<file path="src/rtl/vsynth_pkg.sv">
// vsynth_pkg: shared voice synth types and constants
package vsynth_pkg;

    typedef enum logic [1:0] {IDLE, ACCUM, SCALE, OUTPUT} mix_state_t;

    localparam int VOL_SHIFT = 7;

endpackage

</file>
<file path="src/rtl/mixer_scale.sv">
// mixer_scale: master volume multiply, shift and saturate of the voice sum
module mixer_scale
    import vsynth_pkg::*;
#(
    parameter int ACC_W = 10,
    parameter int OUT_W = 10
) (
    input  logic [ACC_W-1:0] acc,
    input  logic [6:0]       vol,
    output logic [OUT_W-1:0] value,
    output logic             clip
);
    localparam int PW = ACC_W + 8;
    localparam int CW = (PW > OUT_W) ? PW : OUT_W + 1;

    logic [PW-1:0] prod;
    logic [CW-1:0] scaled;

    // vol+1 makes 127 exact unity; compare at a width holding both scaled and the output ceiling
    always_comb begin
        prod   = PW'(acc) * PW'({1'b0, vol} + 8'd1);
        scaled = CW'(prod >> VOL_SHIFT);
        clip   = scaled > CW'({OUT_W{1'b1}});
        value  = clip ? '1 : scaled[OUT_W-1:0];
    end

endmodule

</file>
<file path="src/rtl/voice_mixer.sv">
// voice_mixer: sequential per-frame voice summer with master volume and saturation
module voice_mixer
    import vsynth_pkg::*;
#(
    parameter int VOICE_NUM = 4,
    parameter int SAMPLE_W  = 8,
    parameter int OUT_W     = 10
) (
    input  logic                          clk,
    input  logic                          rst,
    input  logic                          sample_rate,
    input  logic [VOICE_NUM*SAMPLE_W-1:0] samples_in,
    input  logic [VOICE_NUM-1:0]          voice_mute,
    input  logic [6:0]                    master_vol,
    output logic [OUT_W-1:0]              sample_out,
    output logic                          sample_valid,
    output logic                          busy,
    output logic                          clip,
    output logic                          overrun
);
    localparam int ACC_W = SAMPLE_W + $clog2(VOICE_NUM);
    localparam int IW    = (VOICE_NUM > 1) ? $clog2(VOICE_NUM) : 1;

    mix_state_t          state;
    logic [SAMPLE_W-1:0] voice_q [VOICE_NUM];
    logic [VOICE_NUM-1:0] mute_q;
    logic [6:0]          vol_q;
    logic [ACC_W-1:0]    acc;
    logic [ACC_W-1:0]    addend;
    logic [IW-1:0]       idx;
    logic [OUT_W-1:0]    scaled_v;
    logic [OUT_W-1:0]    scaled_q;
    logic                scaled_clip;
    logic                clip_q;

    assign addend = mute_q[idx] ? '0 : ACC_W'(voice_q[idx]);

    mixer_scale #(
        .ACC_W(ACC_W),
        .OUT_W(OUT_W)
    ) u_scale (
        .acc  (acc),
        .vol  (vol_q),
        .value(scaled_v),
        .clip (scaled_clip)
    );

    // frame FSM: snapshot, accumulate one voice per cycle, scale, publish
    always_ff @(posedge clk) begin
        if (!rst) begin
            state        <= IDLE;
            acc          <= '0;
            idx          <= '0;
            scaled_q     <= '0;
            clip_q       <= 1'b0;
            sample_out   <= '0;
            sample_valid <= 1'b0;
            busy         <= 1'b0;
            clip         <= 1'b0;
            overrun      <= 1'b0;
        end else begin
            sample_valid <= 1'b0;
            clip         <= 1'b0;
            overrun      <= sample_rate && busy;
            case (state)
                IDLE: if (sample_rate) begin
                    for (int k = 0; k < VOICE_NUM; k++)
                        voice_q[k] <= samples_in[k*SAMPLE_W +: SAMPLE_W];
                    mute_q <= voice_mute;
                    vol_q  <= master_vol;
                    acc    <= '0;
                    idx    <= '0;
                    busy   <= 1'b1;
                    state  <= ACCUM;
                end
                ACCUM: begin
                    acc <= acc + addend;
                    idx <= idx + 1'b1;
                    if (idx == IW'(VOICE_NUM - 1))
                        state <= SCALE;
                end
                SCALE: begin
                    scaled_q <= scaled_v;
                    clip_q   <= scaled_clip;
                    state    <= OUTPUT;
                end
                OUTPUT: begin
                    sample_out   <= scaled_q;
                    clip         <= clip_q;
                    sample_valid <= 1'b1;
                    busy         <= 1'b0;
                    state        <= IDLE;
                end
                default: state <= IDLE;
            endcase
        end
    end

endmodule

</file>
<file path="config.mk">
export PLATFORM = sky130hd
export DESIGN_NAME = voice_mixer
export DESIGN_NICKNAME = d
export VERILOG_FILES = /design/src/rtl/vsynth_pkg.sv /design/src/rtl/mixer_scale.sv /design/src/rtl/voice_mixer.sv
export SDC_FILE = /design/constraint.sdc
export NUM_CORES = 1
export LEC_CHECK = 0
export ABC_AREA = 1
export BUFFER_PORTS_ARGS = -buffer_cell sky130_fd_sc_hd__buf_4
export CAP_MARGIN = 20
export CORE_UTILIZATION = 40
export CTS_CLUSTER_SIZE = 14
export DETAILED_ROUTE_END_ITERATION = 10
export PLACE_DENSITY = 0.66
export RECOVER_POWER = 100
export SLEW_MARGIN = 30
export SYNTH_ARGS = -nofsm -noshare
export SYNTH_HDL_FRONTEND = slang
export SYNTH_SLANG_ARGS = --single-unit
</file>
<file path="constraint.sdc">
create_clock -name clk -period 5.6 [get_ports clk]
set_input_delay 1.12 -clock clk [delete_from_list [all_inputs] [get_ports clk]]
set_output_delay 1.12 -clock clk [all_outputs]
set_load 0.1 [all_outputs]
</file>
# Word-level counts from Yosys, hierarchy flattened
# Memories as Yosys holds them, arrays and structs flattened. A register that Yosys moved wholly into a read port is not among the register bits.
# Index checks and enable logic that the tools add are counted.
classes:
  addsub: 3
  div_mod_pow: 0
  magnitude_cmp: 2
  n_shift: 0
  mux: 20
  bitwise_logic: 0
  reduce_logical: 9
  eq_ne: 6
  multipliers: 1
op_table:
  columns: ["operator", "n"]
  rows:
  - ["10-bit 2-to-1 mux", 2]
  - ["10-bit case mux with 2 select lines", 1]
  - ["10-bit by 18-bit multiplier with 18-bit output", 1]
  - ["11-bit by 10-bit > comparator with 1-bit output (second input constant)", 1]
  - ["10-bit by 8-bit adder with 10-bit output", 1]
  - ["2-bit 2-to-1 mux", 5]
  - ["7-bit by 1-bit adder with 8-bit output (second input constant)", 1]
  - ["8-bit 2-to-1 mux", 1]
  - ["2-bit case mux with 4 select lines", 1]
  - ["2-bit AND reduction", 4]
  - ["1-bit 2-to-1 mux", 7]
  - ["2-bit == test (second input constant)", 3]
  - ["2-bit inequality test (second input constant)", 2]
  - ["2-bit case mux with 2 select lines", 1]
  - ["2-bit nonzero test", 2]
  - ["2-bit by 3-bit < comparator with 1-bit output (second input constant)", 1]
  - ["3-bit AND reduction", 1]
  - ["2-bit by 1-bit adder with 2-bit output (second input constant)", 1]
  - ["1-bit binary-select mux with 2-bit select", 1]
  - ["2-bit by 1-bit == test with 1-bit output (second input constant)", 1]
  - ["2-bit zero test", 1]
  - ["1-bit case mux with 2 select lines", 1]
  - ["1-bit logical AND", 1]
totals:
  n_memories: 1
  rom_bits: 0
  ramBits: 32
  inputBits: 46
  register_bits: 50
  latchBits: 0
  output_inout_bits: 14
memory_table:
  columns: ["name", "depth", "width", "rd", "rd_clocked_by_memory_dff", "write_ports", "line", "rtl"]
  rows:
  - ["voice_q", 4, 8, 1, 1, 4, "voice_mixer.sv:25", "logic [SAMPLE_W-1:0] voice_q [VOICE_NUM];"]

# Logic depth before layout (Yosys ltp)
logic_depth:
  ltp_word: 5
  mapped_depth: 26
  ltp_nobuf: 26

# Cells and area by module
# Synthesis repeated with hierarchy kept, for this count alone.
hier_totals:
  hier_cells: 793
  hier_area_um2: 6426.2
modules_own_cells:
  columns: ["module", "area_each_um2", "seq_area_each_um2", "cells_each", "n_inst"]
  rows:
  - ["voice_mixer", 3588.4, 2112.0, 369, 1]
  - ["mixer_scale", 2837.7, 0.0, 424, 1]

# Least setup slack after synthesis
# Ideal clock, no wire load.
synth_path:
  path_type: "register to register"
  from: "register vol_q[0]"
  to: "register scaled_q[3]"
  synth_period_minus_slack_ns: 4.919
  required_time_ns: 5.483
  path_slack_ns: 0.681
  path_stages_with_launch: 24
  arrival_ns: 4.802
  cell_sequence: "edfxtp_1 ha_1 nand2_1 nor3_1 nand2_1 xor2_1 nor2_1 fa_1 inv_1 fa_1 inv_1 fa_1 inv_1 fa_1 inv_1 ha_1 nand2_1 o21ai_1 a21oi_2 nand2_2 nand2_4 nand3_4 nor2_1 nor2_1"
synth_between:
  elab_chain_len: 4
synth_lines:
  columns: ["element", "line", "rtl"]
  rows:
  - ["start: declaration", "voice_mixer.sv:27", "logic [6:0] vol_q;"]
  - ["start signal: assignment", "voice_mixer.sv:70", "vol_q <= master_vol;"]
  - ["7-bit by 1-bit adder with 8-bit output (*)", "mixer_scale.sv:21", "prod = PW'(acc) * PW'({1'b0, vol} + 8'd1);"]
  - ["10-bit by 18-bit multiplier with 18-bit output (*)", "mixer_scale.sv:21", null]
  - ["11-bit by 10-bit > comparator with 1-bit output", "mixer_scale.sv:23", "clip = scaled > CW'({OUT_W{1'b1}});"]
  - ["10-bit 2-to-1 mux (*)", "mixer_scale.sv:24", "value = clip ? '1 : scaled[OUT_W-1:0];"]
  - ["end signal: assignment", "voice_mixer.sv:83", "scaled_q <= scaled_v;"]
  - ["end: declaration", "voice_mixer.sv:32", "logic [OUT_W-1:0] scaled_q;"]
# Mark *: on every way between the ends. The rest lies on a longest branch, timed or not.
# A chain may end at the register's enable or synchronous reset.

# Final worst setup path
layout_path:
  from: "register vol_q[1]"
  to: "register scaled_q[7]"
# The elaborated chain is that of the path after synthesis.

==> reports/qor.csv <==
stage;metric;value;unit
placement;routabilityCongestion;0.895;
global_route;grt_antenna_before_repair;0;
detailed_routing;drt_iter0_markers;249;
sta;finalClockSkew;8.27;ps
power;vdd_ir_drop_max;0.245;mV
critical_path;cp_slowest_cell;fa_1;
final_layout;syn2layout_area_growth;14.2;%
final_layout;drive_gt1_frac;0.0985;
clock_network;clkSlewWorstSetupHoldPaths;70;ps
critical_path;arrival;5410;ps
synth;netlist_top_cells_area;edfxtp_1 (21%), fa_1 (15%), dfxtp_1 (13%);
synth;synth_ff_type;edfxtp_1;
detailed_routing;firstDrtPassIters;5;
global_route;grt_pass1_vias;4910;
power;power_density;335;nW/µm²
final_layout;instances_no_fill;1010;
critical_path;critical_path_class;flop to flop;
synth;ys_warn_count;0;
synth;yosys.area.top_type_share;0.208;
clock_network;ctsHoldBuffers;0;
sta;tightest_slew;1580;ps
min_path;min_to;clip;
power;p_sw_frac;0.417;
sta;rsz0062_at_grt;false;
clock_network;post-cts-setup-buffer-count;0;
clock_network;cts_root_buf;clkbuf_16;
final_layout;final_cell_mix;inv_1 (142), nor2_1 (137), nand2_1 (127);
floorplan;core.rowCount;45;
outcome;violations;capacitance limit, slew limit;
clock_network;cts_tree;done;
synth;synth-seq-cells;84;
critical_path;crit_chain;ha_1 > nand2_1 > nor3_1 > nand2_1 > xor2_1 > buf_4 > nor2_1 > fa_1 > inv_1 > fa_1 > inv_1 > fa_1 > inv_1 > fa_1 > inv_1 > ha_1 > nand2_1 > o21ai_1 > a21oi_1 > nand2_2 > nand2_4 > nand3_4 > nor2_1 > nor2_1;
power;intPower;0.00139;W
final_layout;nNetsFinal;960;
critical_path;r2r_cells;24;
min_path;min-delay-path-class;flop to flop;
clock_network;cts.path.max_buffers;2;
power;combPwrFrac;0.402;
synth;synth_area_leader_cell;edfxtp_1;
power;seq_power_share;0.354;
sta;period_minus_slack;5180;ps
synth;netlist_area;6220;µm²
critical_path;cp_max_fo;9;
power;switchingPower;0.000994;W
final_layout;n_antenna_cell;0;
detailed_routing;wl;13000;µm
clock_network;cts_resized;0;
sta;final.setup.tns;0;ps
floorplan;die_h;127;µm
placement;place_hpwl;10500;µm
critical_path;end_kind;flop;
synth;netlist_instances;754;
global_route;grt_max_degree;33;
sta;fin_crit_sh;0.924;
critical_path;r2r-start;vol_q[1];
floorplan;boundaryPins;60;
power;leakagePower;3.50;nW
synth;ys_seq_area_frac;0.340;
floorplan;die_w;127;µm
synth;synth_nets;897;
synth;synth_edf_count;43;
clock_network;cts_sinks;84;
critical_path;crit_start;vol_q[1];
min_path;min_delay_path_depth;2;
critical_path;worstReg2RegEnd;scaled_q[7];
global_route;grt_pass1_wl;22400;µm
clock_network;cts_max_level;3;
critical_path;reg2reg_slack;420;ps
clock_network;clk_latency;340;ps
synth;synth_area_per_cell;8.25;µm²
sta;finalHoldViolCount;0;
power;pwr-share-clk;0.243;
critical_path;cp.required;5830;ps
critical_path;slowest_delay;530;ps
sta;fmax;0.193;GHz
power;total_power;0.00238;W
global_route;track_usage;0.177;
sta;slew_headroom;-0.0513;
placement;portBuffers;59;
clock_network;cts_made_buffers;9;
detailed_routing;drc_errors;0;
detailed_routing;via_count;4947;
detailed_routing;drtAntennaViolNets;0;
sta;drv_slew;33;
floorplan;initial_core_util;0.409;
floorplan;dieArea;16100;µm²
critical_path;start_kind;flop;
final_layout;layout_commonest_cell;inv_1;
run;cap_violations;1;
detailed_routing;wire_per_inst;12.8;µm
detailed_routing;via_per_inst;4.90;
synth;yosysUniqueCellTypes;41;
global_route;grt_overflow_total;0;
sta;setup_viol;0;
outcome;outcome;finished, violations left;
floorplan;core_area;15200;µm²
placement;dp_cells;994;
synth;async_flop_share;0;
min_path;hp-start;clip_q;
==> synth_stat cells, types with 2 or more instances <==
cell / n
inv_1: 142
nor2_1: 137
nand2_1: 127
ha_1: 49
fa_1: 48
edfxtp_1: 43
o21ai_0: 42
dfxtp_1: 41
a21oi_1: 33
nand3_1: 14
nand4_1: 9
o32ai_1: 8
nand2_2: 7
clkbuf_1: 6
nor3_1: 6
a31oi_1: 3
buf_2: 3
clkinv_1: 3
nand2_4: 3
xor2_1: 3
a21o_1: 2
a21oi_2: 2
buf_6: 2
nand3b_1: 2
o21a_1: 2
o21bai_1: 2
==> worst max path at each step <==
| stage | endpoint | slack, ps |
|---|---|---|
| after floorplan | scaled_q[3] | 680 |
| after CTS | scaled_q[7] | 460 |
| after global routing | scaled_q[7] | 70 |
| after detailed placement | scaled_q[7] | 470 |
| final | scaled_q[7] | 420 |
| after global placement | scaled_q[5] | 580 |
==> metal layers <==
metal	up-vias	GRT usage	wire, µm
met1	2293	0.215	5790
met3	28	0.0261	483
met4	0	0.0840	344
li1	2512	-	-
met2	114	0.310	6340
met5	-	0	0
==> layout make-up <==
cell class	instances	area (µm²)
Sequential cell	84	2110
Tap cell	188	235
Timing Repair Buffer	64	420
Clock buffer	10	250
Inverter	146	551
Fill cell	1506	8100
Clock inverter	6	42.5
Multi-Input combinational cell	512	3490
==> worst max-delay path: cells and delay by family, from the launching register on <==
family | cells | cell delay [ps]
xor gates and xnor gates | 1 | 140
buffers and inverters | 5 | 380
and+or+nand+nor | 10 | 1180
AOI/OAI and AO/OA | 2 | 370
adders and majority gates | 6 | 2610
DFF | 1 | 370
==> power groups by stage <==
stage | Combinational, W | Clock [W] | Sequential (W)
after floorplan | 0.000627 | 0 | 0.000956
after global placement | 0.000979 | 0 | 0.000856
after detailed placement | 0.000982 | 0 | 0.000856
after CTS | 0.000988 | 0.000591 | 0.000844
after global routing | 0.00110 | 0.000613 | 0.000858
final | 0.000959 | 0.000579 | 0.000844
==> flip-flops by register name (all words and copies together) (netlist names), named ones only <==
register / flops
voice_q: 32
acc: 10
sample_out: 10
scaled_q: 10
vol_q: 7
mute_q: 4
idx: 2
state: 2
busy: 1
clip: 1
clip_q: 1
overrun: 1
sample_valid: 1
==> logic make-up (layout without fill, tap and decap cells) <==
group                    Yosys count  after routing  synth area share
adder cells (fa/ha/maj)           97             97             0.253
buffers and inverters            158            226            0.0988
AND/OR/NAND/NOR                  311            311             0.211
AO/OA/AOI/OAI                    100            100            0.0921
flip-flops                        84             84             0.340
XOR/XNOR                           4              4           0.00563
==> metrics by stage <==
stage,util,hold WS [ps],cell area [µm²],setup WS [ps]
detailed placement,0.452,438,6880,471
CTS,0.472,445,7170,461
global route,0.467,472,7100,67.6
global placement,0.452,438,6880,579
floorplan,-,405,6220,681
finish,0.467,445,7100,423
No activity file was read; power rests on OpenSTA's default activity.
